<file path="config.mk">
export PLATFORM = sky130hd
export DESIGN_NAME = pool1_seq
export DESIGN_NICKNAME = d
export VERILOG_FILES = /design/src/rtl/pool1_pkg.sv /design/src/rtl/pool_row_or.sv /design/src/rtl/pool1_seq.sv
export SDC_FILE = /design/constraint.sdc
export NUM_CORES = 1
export LEC_CHECK = 0
export ABC_AREA = 1
export ABC_CLOCK_PERIOD_IN_PS = 4940
export CAP_MARGIN = 5
export CORE_UTILIZATION = 43
export CTS_BUF_LIST = sky130_fd_sc_hd__clkbuf_8
export DETAILED_ROUTE_END_ITERATION = 12
export HOLD_SLACK_MARGIN = 0.03
export PLACE_DENSITY_LB_ADDON = 0.12
export SYNTH_ARGS = -nofsm -noshare
export SYNTH_HDL_FRONTEND = slang
export SYNTH_HIERARCHICAL = 1
export SYNTH_SLANG_ARGS = --single-unit
</file>
<file path="constraint.sdc">
create_clock -name clk -period 4.94 [get_ports clk]
set_input_delay 0.741 -clock clk [delete_from_list [all_inputs] [get_ports clk]]
set_output_delay 0.741 -clock clk [all_outputs]
set_load 0.02 [all_outputs]
</file>
<file path="src/rtl/pool1_pkg.sv">
// Shared geometry, address widths and FSM state encoding for the pool1 row sequencer.
package pool1_pkg;
    localparam int NCH     = 20;
    localparam int IN_DIM  = 24;
    localparam int OUT_DIM = IN_DIM / 2;
    localparam int RD_AW   = $clog2(NCH * IN_DIM);
    localparam int WR_AW   = $clog2(NCH * OUT_DIM);
    localparam int CH_W    = $clog2(NCH);
    localparam int ROW_W   = $clog2(OUT_DIM);

    typedef enum logic [2:0] {
        IDLE,
        RD_EVEN,
        WAIT_EVEN,
        RD_ODD,
        WAIT_ODD,
        WRITE,
        DONE
    } state_t;
endpackage

</file>
<file path="src/rtl/pool_row_or.sv">
// Combinational 2x2 binary max-pool of one row pair: each output bit ORs a 2x2 window.
module pool_row_or
    import pool1_pkg::*;
(
    input  logic [IN_DIM-1:0]  row_a,
    input  logic [IN_DIM-1:0]  row_b,
    output logic [OUT_DIM-1:0] pooled
);
    for (genvar k = 0; k < OUT_DIM; k++) begin : g_win
        assign pooled[k] = row_a[2*k] | row_a[2*k+1] | row_b[2*k] | row_b[2*k+1];
    end
endmodule

</file>
<file path="src/rtl/pool1_seq.sv">
// Time-multiplexed sequencer for the first max-pool layer: reads row pairs,
// pools them and writes one output row per pair, channel-major.
module pool1_seq
    import pool1_pkg::*;
(
    input  logic               clk,
    input  logic               rst_n,
    input  logic               start,
    output logic               busy,
    output logic               done,
    output logic               rd_req,
    output logic [RD_AW-1:0]   rd_addr,
    input  logic               rd_valid,
    input  logic [IN_DIM-1:0]  rd_data,
    output logic               wr_en,
    output logic [WR_AW-1:0]   wr_addr,
    output logic [OUT_DIM-1:0] wr_data,
    input  logic               wr_ready
);
    state_t              state, state_nxt;
    logic [CH_W-1:0]     ch;
    logic [ROW_W-1:0]    orow;
    logic [IN_DIM-1:0]   row_a, row_b;
    logic [OUT_DIM-1:0]  pooled;
    logic [RD_AW-1:0]    row_base;
    logic                last_row, wr_acc;

    assign last_row = (ch == CH_W'(NCH - 1)) && (orow == ROW_W'(OUT_DIM - 1));
    assign wr_acc   = (state == WRITE) && wr_ready;

    always_ff @(posedge clk or negedge rst_n) begin
        if (!rst_n) state <= IDLE;
        else        state <= state_nxt;
    end

    // Counters hold at the last row after the final write; a new start rewinds them.
    always_ff @(posedge clk or negedge rst_n) begin
        if (!rst_n) begin
            ch    <= '0;
            orow  <= '0;
            row_a <= '0;
            row_b <= '0;
        end else begin
            if (state == IDLE && start) begin
                ch   <= '0;
                orow <= '0;
            end
            if (state == WAIT_EVEN && rd_valid) row_a <= rd_data;
            if (state == WAIT_ODD  && rd_valid) row_b <= rd_data;
            if (wr_acc && !last_row) begin
                if (orow == ROW_W'(OUT_DIM - 1)) begin
                    orow <= '0;
                    ch   <= ch + 1'b1;
                end else begin
                    orow <= orow + 1'b1;
                end
            end
        end
    end

    always_comb begin
        state_nxt = state;
        busy      = 1'b0;
        done      = 1'b0;
        rd_req    = 1'b0;
        wr_en     = 1'b0;
        case (state)
            IDLE:      if (start) state_nxt = RD_EVEN;
            RD_EVEN: begin
                busy      = 1'b1;
                rd_req    = 1'b1;
                state_nxt = WAIT_EVEN;
            end
            WAIT_EVEN: begin
                busy = 1'b1;
                if (rd_valid) state_nxt = RD_ODD;
            end
            RD_ODD: begin
                busy      = 1'b1;
                rd_req    = 1'b1;
                state_nxt = WAIT_ODD;
            end
            WAIT_ODD: begin
                busy = 1'b1;
                if (rd_valid) state_nxt = WRITE;
            end
            WRITE: begin
                busy  = 1'b1;
                wr_en = 1'b1;
                if (wr_ready) state_nxt = last_row ? DONE : RD_EVEN;
            end
            DONE: begin
                done      = 1'b1;
                state_nxt = IDLE;
            end
            default:   state_nxt = IDLE;
        endcase
    end

    pool_row_or u_pool (
        .row_a  (row_a),
        .row_b  (row_b),
        .pooled (pooled)
    );

    assign row_base = RD_AW'(ch) * RD_AW'(IN_DIM) + RD_AW'({orow, 1'b0});
    assign rd_addr  = rd_req ? row_base + RD_AW'(state == RD_ODD) : '0;
    assign wr_addr  = wr_en ? WR_AW'(ch) * WR_AW'(OUT_DIM) + WR_AW'(orow) : '0;
    assign wr_data  = wr_en ? pooled : '0;
endmodule

</file>
== Word level (Yosys, flattened, before mapping) ==
Index checks and enable logic that the tools add are counted.

* Add/subtract/negate cells: 5
* $mul: 2
* Eq/ne operators: 12
* Multiplexer cells: 19
* Bitwise logic cells: 36
* Reductions and logical operators: 12

{| class="wikitable"
|+ Operators with widths
! kind !! number
|-
| 1-bit bitwise OR || 36
|-
| 3-bit case mux with 6 select lines || 1
|-
| 3-bit two-way mux || 5
|-
| 5-bit two-way mux || 3
|-
| 5-bit by 2-bit multiplier with 6-bit output, second input constant || 2
|-
| 12-bit two-way mux || 1
|-
| 4-bit two-way mux || 3
|-
| 9-bit by 1-bit adder with 9-bit output || 1
|-
| 9-bit by 5-bit adder with 9-bit output || 1
|-
| 3-bit equality test, second input constant || 3
|-
| 9-bit two-way mux || 1
|-
| 8-bit by 4-bit adder with 8-bit output || 1
|-
| 8-bit two-way mux || 1
|-
| 2-bit inequality test, second input constant || 4
|-
| 3-bit by 2-bit equality test with 1-bit output, second input constant || 2
|-
| 1-bit logical AND || 6
|-
| 5-bit by 1-bit adder with 5-bit output, second input constant || 1
|-
| 5-bit equality test, second input constant || 1
|-
| 5-bit OR reduction || 1
|-
| 4-bit by 1-bit adder with 4-bit output, second input constant || 1
|-
| 4-bit equality test, second input constant || 1
|-
| 1-bit two-way mux || 4
|-
| 4-bit AND reduction || 1
|-
| 3-bit by 1-bit equality test with 1-bit output, second input constant || 1
|-
| other kinds (4) || 4
|}

* Bits in registers: 60
* Input bits: 29
* Output and inout bits: 33
* Word-level logic and storage cells: 91

== Logic depth before layout (Yosys ltp) ==
Gate-level depths: netlist of run 1.

* Depth after elaboration: 5
* Mapped depth: 10
* Depth with buffers taken out: 10

== Hierarchy ==
Netlist of run 1, hierarchy kept.

{| class="wikitable"
|+ Modules (own cells, without submodules)
! module !! times used !! cells an instance !! area an instance (µm²)
|-
| pool1_seq || 1 || 385 || 3201.8
|-
| pool_row_or || 1 || 36 || 135.1
|}

== Least setup slack after synthesis of run 1 ==
Ideal clock, no wire load.

* Path type: register to output
* Start: register ch[0]
* End: output rd_addr[8]
* Arrival: 1880 ps
* Slack: 2319 ps
* Cell stages (with the launch flop): 9
* Path buffers: 0
* Path through: dfrtp_1 ha_1 fa_1 nand2_1 nor2_1 nand3_1 nand2_1 nand2_1 nor2_1

* Word-level cells in the longest chain between the ends: 4

{| class="wikitable"
|+ RTL lines
! element !! RTL line !! source
|-
| start: declaration || pool1_seq.sv:21 || <nowiki>logic [CH_W-1:0] ch;</nowiki>
|-
| start signal: assignment || pool1_seq.sv:53 || <nowiki>ch <= ch + 1'b1;</nowiki>
|-
| 5-bit by 2-bit multiplier with 6-bit output || pool1_seq.sv:106 || <nowiki>assign row_base = RD_AW'(ch) * RD_AW'(IN_DIM) + RD_AW'({orow, 1'b0});</nowiki>
|-
| 9-bit by 5-bit adder with 9-bit output || pool1_seq.sv:106 ||
|-
| 9-bit by 1-bit adder with 9-bit output || pool1_seq.sv:107 || <nowiki>assign rd_addr = rd_req ? row_base + RD_AW'(state == RD_ODD) : '0;</nowiki>
|-
| 9-bit two-way mux || pool1_seq.sv:107 ||
|-
| end: declaration || pool1_seq.sv:12 || <nowiki>output logic [RD_AW-1:0] rd_addr,</nowiki>
|}

No other way between the ends.

== Final worst setup path of run 1 ==
* Start: register ch[0]
* End: output wr_addr[7]

* Word-level cells in the longest chain between the ends: 3

{| class="wikitable"
|+ RTL lines
! element !! RTL line !! source
|-
| 5-bit by 2-bit multiplier with 6-bit output || pool1_seq.sv:108 || <nowiki>assign wr_addr = wr_en ? WR_AW'(ch) * WR_AW'(OUT_DIM) + WR_AW'(orow) : '0;</nowiki>
|-
| 8-bit by 4-bit adder with 8-bit output || pool1_seq.sv:108 ||
|-
| 8-bit two-way mux || pool1_seq.sv:108 ||
|-
| end: declaration || pool1_seq.sv:16 || <nowiki>output logic [WR_AW-1:0] wr_addr,</nowiki>
|}

No other way between the ends.

==> impl_metrics.ini, run 1 <==
[status]
status = finished, final reports clean

[sta]
slew_viol_final = 0
rsz0062_at_grt = false
finClkSkew_ps = 11.6
relSlewSlack = 0.478
fmax_mhz = 284
fin_crit_sh = 0.714
tns_ps = 0
tightest_slew_ps = 781
setup_viol = 0
finalHoldViolCount = 0
finalCriticalPeriod_ps = 3530

[setup_path]
worstPathCellList = ha_1, fa_1, nand2_1, nor2_1, nand3_1, nand2_1, nand2_1, nor2_1, clkdlybuf4s50_1
reg2reg_to = row_a[14]$_DFFE_PN0P_
slowest_stage = clkdlybuf4s50_1
cp-end-kind = output port
crit_type = reg -> out
r2r_slack_ps = 3180
reg2reg_from = state[2]$_DFFE_PN0P_
max_stage_delay_ps = 620
path_max_fanout = 5
crit_start = ch[0]$_DFF_PN0_
rr_worst_depth = 3
cp.required_ps = 4200
cp_common_cell = nand2_1
worstPathArrival_ps = 2790
cp-start-kind = flop
setup.worst_path.end = wr_addr[7]

[logic_synthesis]
syn_area_per_cell_sq_um = 7.93
synthTopCellsByArea = dfrtp_1, nand2_1, inv_1
yosys-top-cells-count = nand2_1, inv_1, dfrtp_1
synthCells = 421
synth_top_cell_by_area = dfrtp_1
ys_seq_area_frac = 0.450
synthArstFlopShare = 1.00
synthFlopType = dfrtp_1
yosysMostFrequentCell = nand2_1
synth_top_area_share = 0.450
syn_nets = 461
synth_edf_count = 0
netlist_area_sq_um = 3340
synth_cell_types = 28
synth_seq_cells = 60
ys_warn_count = 6

[power_and_ir_drop]
clock_power_share = 0.245
power.total_mw = 1.96
internal_power_mw = 1.25
pwr-share-comb = 0.335
switching_share = 0.361
power.net_switching_mw = 0.707
p_seq_frac = 0.420
ir_worst_vdd_uv = 252
p_per_area_nw_per_um2 = 468
leakage_nw = 2.11

[routing]
antenna_left = 0
dr_total_vias = 2697
drc = 0
drtIter0Drc = 99
vias_per_cell = 4.60
drt_wl_total_um = 6440
first_pass_iters = 4
routedWlPerCell_um = 11.0

[cells_and_area]
drive_above_1_share = 0.115
n_fill_cell = 733
final_area_sq_um = 4180
stdcell_count = 586
area_delta_synth_final_pct = 25.2
nets = 522
antenna_cells = 0

[clocking]
cts_tree = yes
cts_inserted_buffers = 9
cts-htree-levels = 3
clock-sinks = 60
cts_hold_buf = 0
clk_latency_ps = 340
clock-root-buffer = clkbuf_8
cts_resized = 0
cts_setup_buffers = 0
cts_max_path_buffers = 2
path_clk_slew_ps = 70

[grt]
grt_pass1_wl_um = 11500
grt_max_degree = 61
grt.overflow.total = 0
track_usage = 0.173
grt_pass1_vias = 2567
antenna_found_initial = 0

[run]
maxCapViolCount = 0

[die]
dieArea_sq_um = 8120
core_sq_um = 7370
dieHeight_um = 90.1
ios = 62
num_rows = 31
initial_core_util = 0.453
dieWidth_um = 90.1

[placed_design]
dp.cells = 570
port_buffers = 61
post_dp_cell_area_sq_um = 3960
place_hpwl_um = 4440
place_congestion = 0.812

[min_path]
holdPathStages = 2
hold_class = reg -> reg
## critical path: cells and delay by family (launching register included)
family / cells / cell delay [ps]
and+or+nand+nor: 6 / 540
buffers and inverters: 1 / 620
adders and majority gates: 2 / 860
DFF: 1 / 430
## power groups by stage
| stage | Sequential (mW) | Clock (mW) | Combinational, mW |
|---|---|---|---|
| after floorplan | 0.796 | 0 | 0.507 |
| after global placement | 0.822 | 0 | 0.650 |
| after detailed placement | 0.828 | 0 | 0.664 |
| after CTS | 0.821 | 0.492 | 0.666 |
| after global routing | 0.844 | 0.511 | 0.746 |
| final | 0.821 | 0.480 | 0.655 |
## state kept, by name, summed over array words and instances, names as in the netlist
signal,count
ch,5
orow,4
row_a,24
row_b,24
state,3
## layout by cell type, fill, tap and decap left out, types with 2 or more instances in the layout
cell type | netlist | final
o21ai_0 | 21 | 21
o21ai_1 | 21 | 21
clkdlybuf4s50_1 | 0 | 60
dfrtp_1 | 60 | 60
nand2_1 | 100 | 100
clkbuf_8 | 0 | 9
nand2_2 | 8 | 8
xnor2_1 | 2 | 2
clkinv_2 | 0 | 3
ha_1 | 9 | 9
bufinv_16 | 0 | 2
o21ai_2 | 17 | 17
a21oi_1 | 3 | 3
inv_1 | 64 | 64
nand3_1 | 23 | 23
fa_1 | 2 | 2
inv_2 | 3 | 3
nor2_1 | 59 | 59
nand3_2 | 2 | 2
nor2_2 | 2 | 2
xor2_1 | 5 | 5
nand2_4 | 2 | 2
nor2_4 | 2 | 2
## layer usage
layer | track usage | wire (um)
met2 | 0.274 | 2950
met3 | 0.0355 | 181
met4 | 0.0685 | 79
met5 | 0 | 0
met1 | 0.231 | 3220
## worst min-delay path by stage
stage                                      from                     to  slack (ps)
after floorplan                           rst_n        ch[0]$_DFF_PN0_         450
after global placement     row_b[0]$_DFFE_PN0P_   row_b[0]$_DFFE_PN0P_         460
after detailed placement   row_b[9]$_DFFE_PN0P_   row_b[9]$_DFFE_PN0P_         470
after CTS                  row_b[9]$_DFFE_PN0P_   row_b[9]$_DFFE_PN0P_         490
after global routing      row_a[10]$_DFFE_PN0P_  row_a[10]$_DFFE_PN0P_         500
final                     row_b[10]$_DFFE_PN0P_  row_b[10]$_DFFE_PN0P_         490
## cells by family (layout without fill, tap and decap cells)
logic type               count (synthesis)  count (layout)  share of synthesized area
AND/OR/NAND/NOR                        201             201                      0.263
buffers and inverters                   79             145                      0.108
AO/OA/AOI/OAI                           63              63                      0.114
flip-flops                              60              60                      0.450
adder cells (fa/ha/maj)                 11              11                     0.0457
XOR/XNOR                                 7               7                     0.0184
## area by class of cell
cell class / instances / area [sq um] / area share
clock buffers: 9 / 124 / 0.0296
multi-input cells: 282 / 1470 / 0.353
flip-flops and latches: 60 / 1500 / 0.359
clock inverters: 7 / 91.3 / 0.0219
repair buffers: 62 / 613 / 0.147
well taps: 99 / 124 / 0.0296
inverters: 67 / 251 / 0.0602
## per-stage QoR
step	util	hold WS [ps]	setup WS, ps
floorplan	-	445	2320
global placement	0.538	464	1830
detailed placement	0.538	471	1770
CTS	0.567	487	1390
global route	0.567	503	1120
finish	0.567	485	1410
Note: power is estimated with default switching activity, not from simulation.
==> run 2: changes to the inputs <==
Settings changed: ABC_CLOCK_PERIOD_IN_PS 4940 to 2900.
Clock period 4.94 ns to 2.9 ns, I/O delays scaled along.
==> impl_metrics.ini, run 2 (synthesis results as in run 1) <==
[status]
status = finished, final reports clean

[sta]
finalHoldViolCount = 0
slew_viol_final = 0
rsz0062_at_grt = false
fin_ws_ps = 255
finalCriticalPeriod_ps = 2640
tns_ps = 0
relSlewSlack = 0.456
finClkSkew_ps = 7.67
setup_viol = 0
timing.hold.ws_ps = 242
fmax_mhz = 378
tightest_slew_ps = 814
fin_crit_sh = 0.912

[clocking]
cts_tree = yes
clk_latency_ps = 340
cts_inserted_buffers = 9
clock-sinks = 60
cts_max_path_buffers = 2
clock-root-buffer = clkbuf_8
path_clk_slew_ps = 60
cts-htree-levels = 3

[grt]
track_usage = 0.178
grt_pass1_vias = 2587
grt.overflow.total = 0
antenna_found_initial = 0
grt_pass1_wl_um = 11600
grt_max_degree = 61

[routing]
dr_total_vias = 2688
antenna_left = 0
routedWlPerCell_um = 11.0
drtIter0Drc = 112
drt_wl_total_um = 6460
first_pass_iters = 4
vias_per_cell = 4.58
drc = 0
met2_length_um = 2890
wl_met1_um = 3220
maxUsedRoutingLayer = met4
met3_length_um = 264

[min_path]
hold_class = in -> async

[setup_path]
crit_type = reg -> out
cp-start-kind = flop
max_stage_delay_ps = 530
path_max_fanout = 4
crit_buf_inv = 1
cp_common_cell = nand2_1
cp-end-kind = output port
worstPathCellList = ha_4, fa_1, nand2_1, nor2_1, nand3_1, nand2_1, nand2_1, nor2_1, clkbuf_2
cp_top_family = adder cells
rr_worst_depth = 3
cp.required_ps = 2470
worstPathArrival_ps = 2210
crit_cells = 9
slowest_stage = fa_1

[cells_and_area]
final_area_sq_um = 4190
n_fill_cell = 725
final_util = 0.569
stdcell_count = 587
layout_common_cells = nand2_1, inv_1, dfrtp_1
top_regs = row_a: 24 flops, row_b: 24 flops, ch: 5 flops
final_common_cell = nand2_1
nets = 523
antenna_cells = 0
drive_above_1_share = 0.123
area_delta_synth_final_pct = 25.6

[placed_design]
place_congestion = 0.818
port_buffers = 61
place_hpwl_um = 4450
post_dp_cell_area_sq_um = 3970
dp.cells = 571
pre_cts_slack_ps = 111

[die]
core_sq_um = 7370
dieArea_sq_um = 8120
initial_core_util = 0.453
dieWidth_um = 90.1
dieHeight_um = 90.1
num_rows = 31
ios = 62

[power_and_ir_drop]
leakage_nw = 2.19
p_per_area_nw_per_um2 = 801
power.total_mw = 3.36
ir_worst_vdd_uv = 430

[run]
maxCapViolCount = 0
[run 2: per-layer routing]
| metal | vias to the layer above | global-route usage |
|---|---|---|
| met5 | - | 0 |
| met4 | 0 | 0.0524 |
| met3 | 9 | 0.0567 |
| met2 | 45 | 0.284 |
| met1 | 1205 | 0.231 |
| li1 | 1429 | - |
[run 2: final timing paths]
path | from | endpoint | slack (ps)
min reg2reg | row_b[0]$_DFFE_PN0P_ | row_b[0]$_DFFE_PN0P_ | 480
max reg2reg | state[2]$_DFFE_PN0P_ | row_a[9]$_DFFE_PN0P_ | 1100
max | ch[1]$_DFF_PN0_ | rd_addr[8] | 260
max in group asynchronous | rst_n | row_b[8]$_DFFE_PN0P_ | 2150
min in group clk | row_b[0]$_DFFE_PN0P_ | row_b[0]$_DFFE_PN0P_ | 480
min | rst_n | row_b[2]$_DFFE_PN0P_ | 240
[run 2: layout make-up]
cell class	instances	area, sq um	share of cell area
Sequential cell	60	1500	0.358
Multi-Input combinational cell	282	1490	0.355
Timing Repair Buffer	63	601	0.143
Inverter	67	251	0.0600
Clock buffer	11	151	0.0361
Tap cell	99	124	0.0296
Clock inverter	5	76.3	0.0182
[run 2: where the power goes]
| part | internal (mW) | switching [mW] |
|---|---|---|
| clock | 0.526 | 0.324 |
| sequential | 1.18 | 0.220 |
| combinational | 0.474 | 0.640 |
| total | 2.18 | 1.18 |
[run 2: what timing repair did]
| action | CTS | global route |
|---|---|---|
| setup endpoints to repair | 8 | 6 |
| hold buffers | 0 | 0 |
| cloned | 0 | 0 |
| buffers inserted | 0 | 0 |
| resized for setup | 8 | 12 |
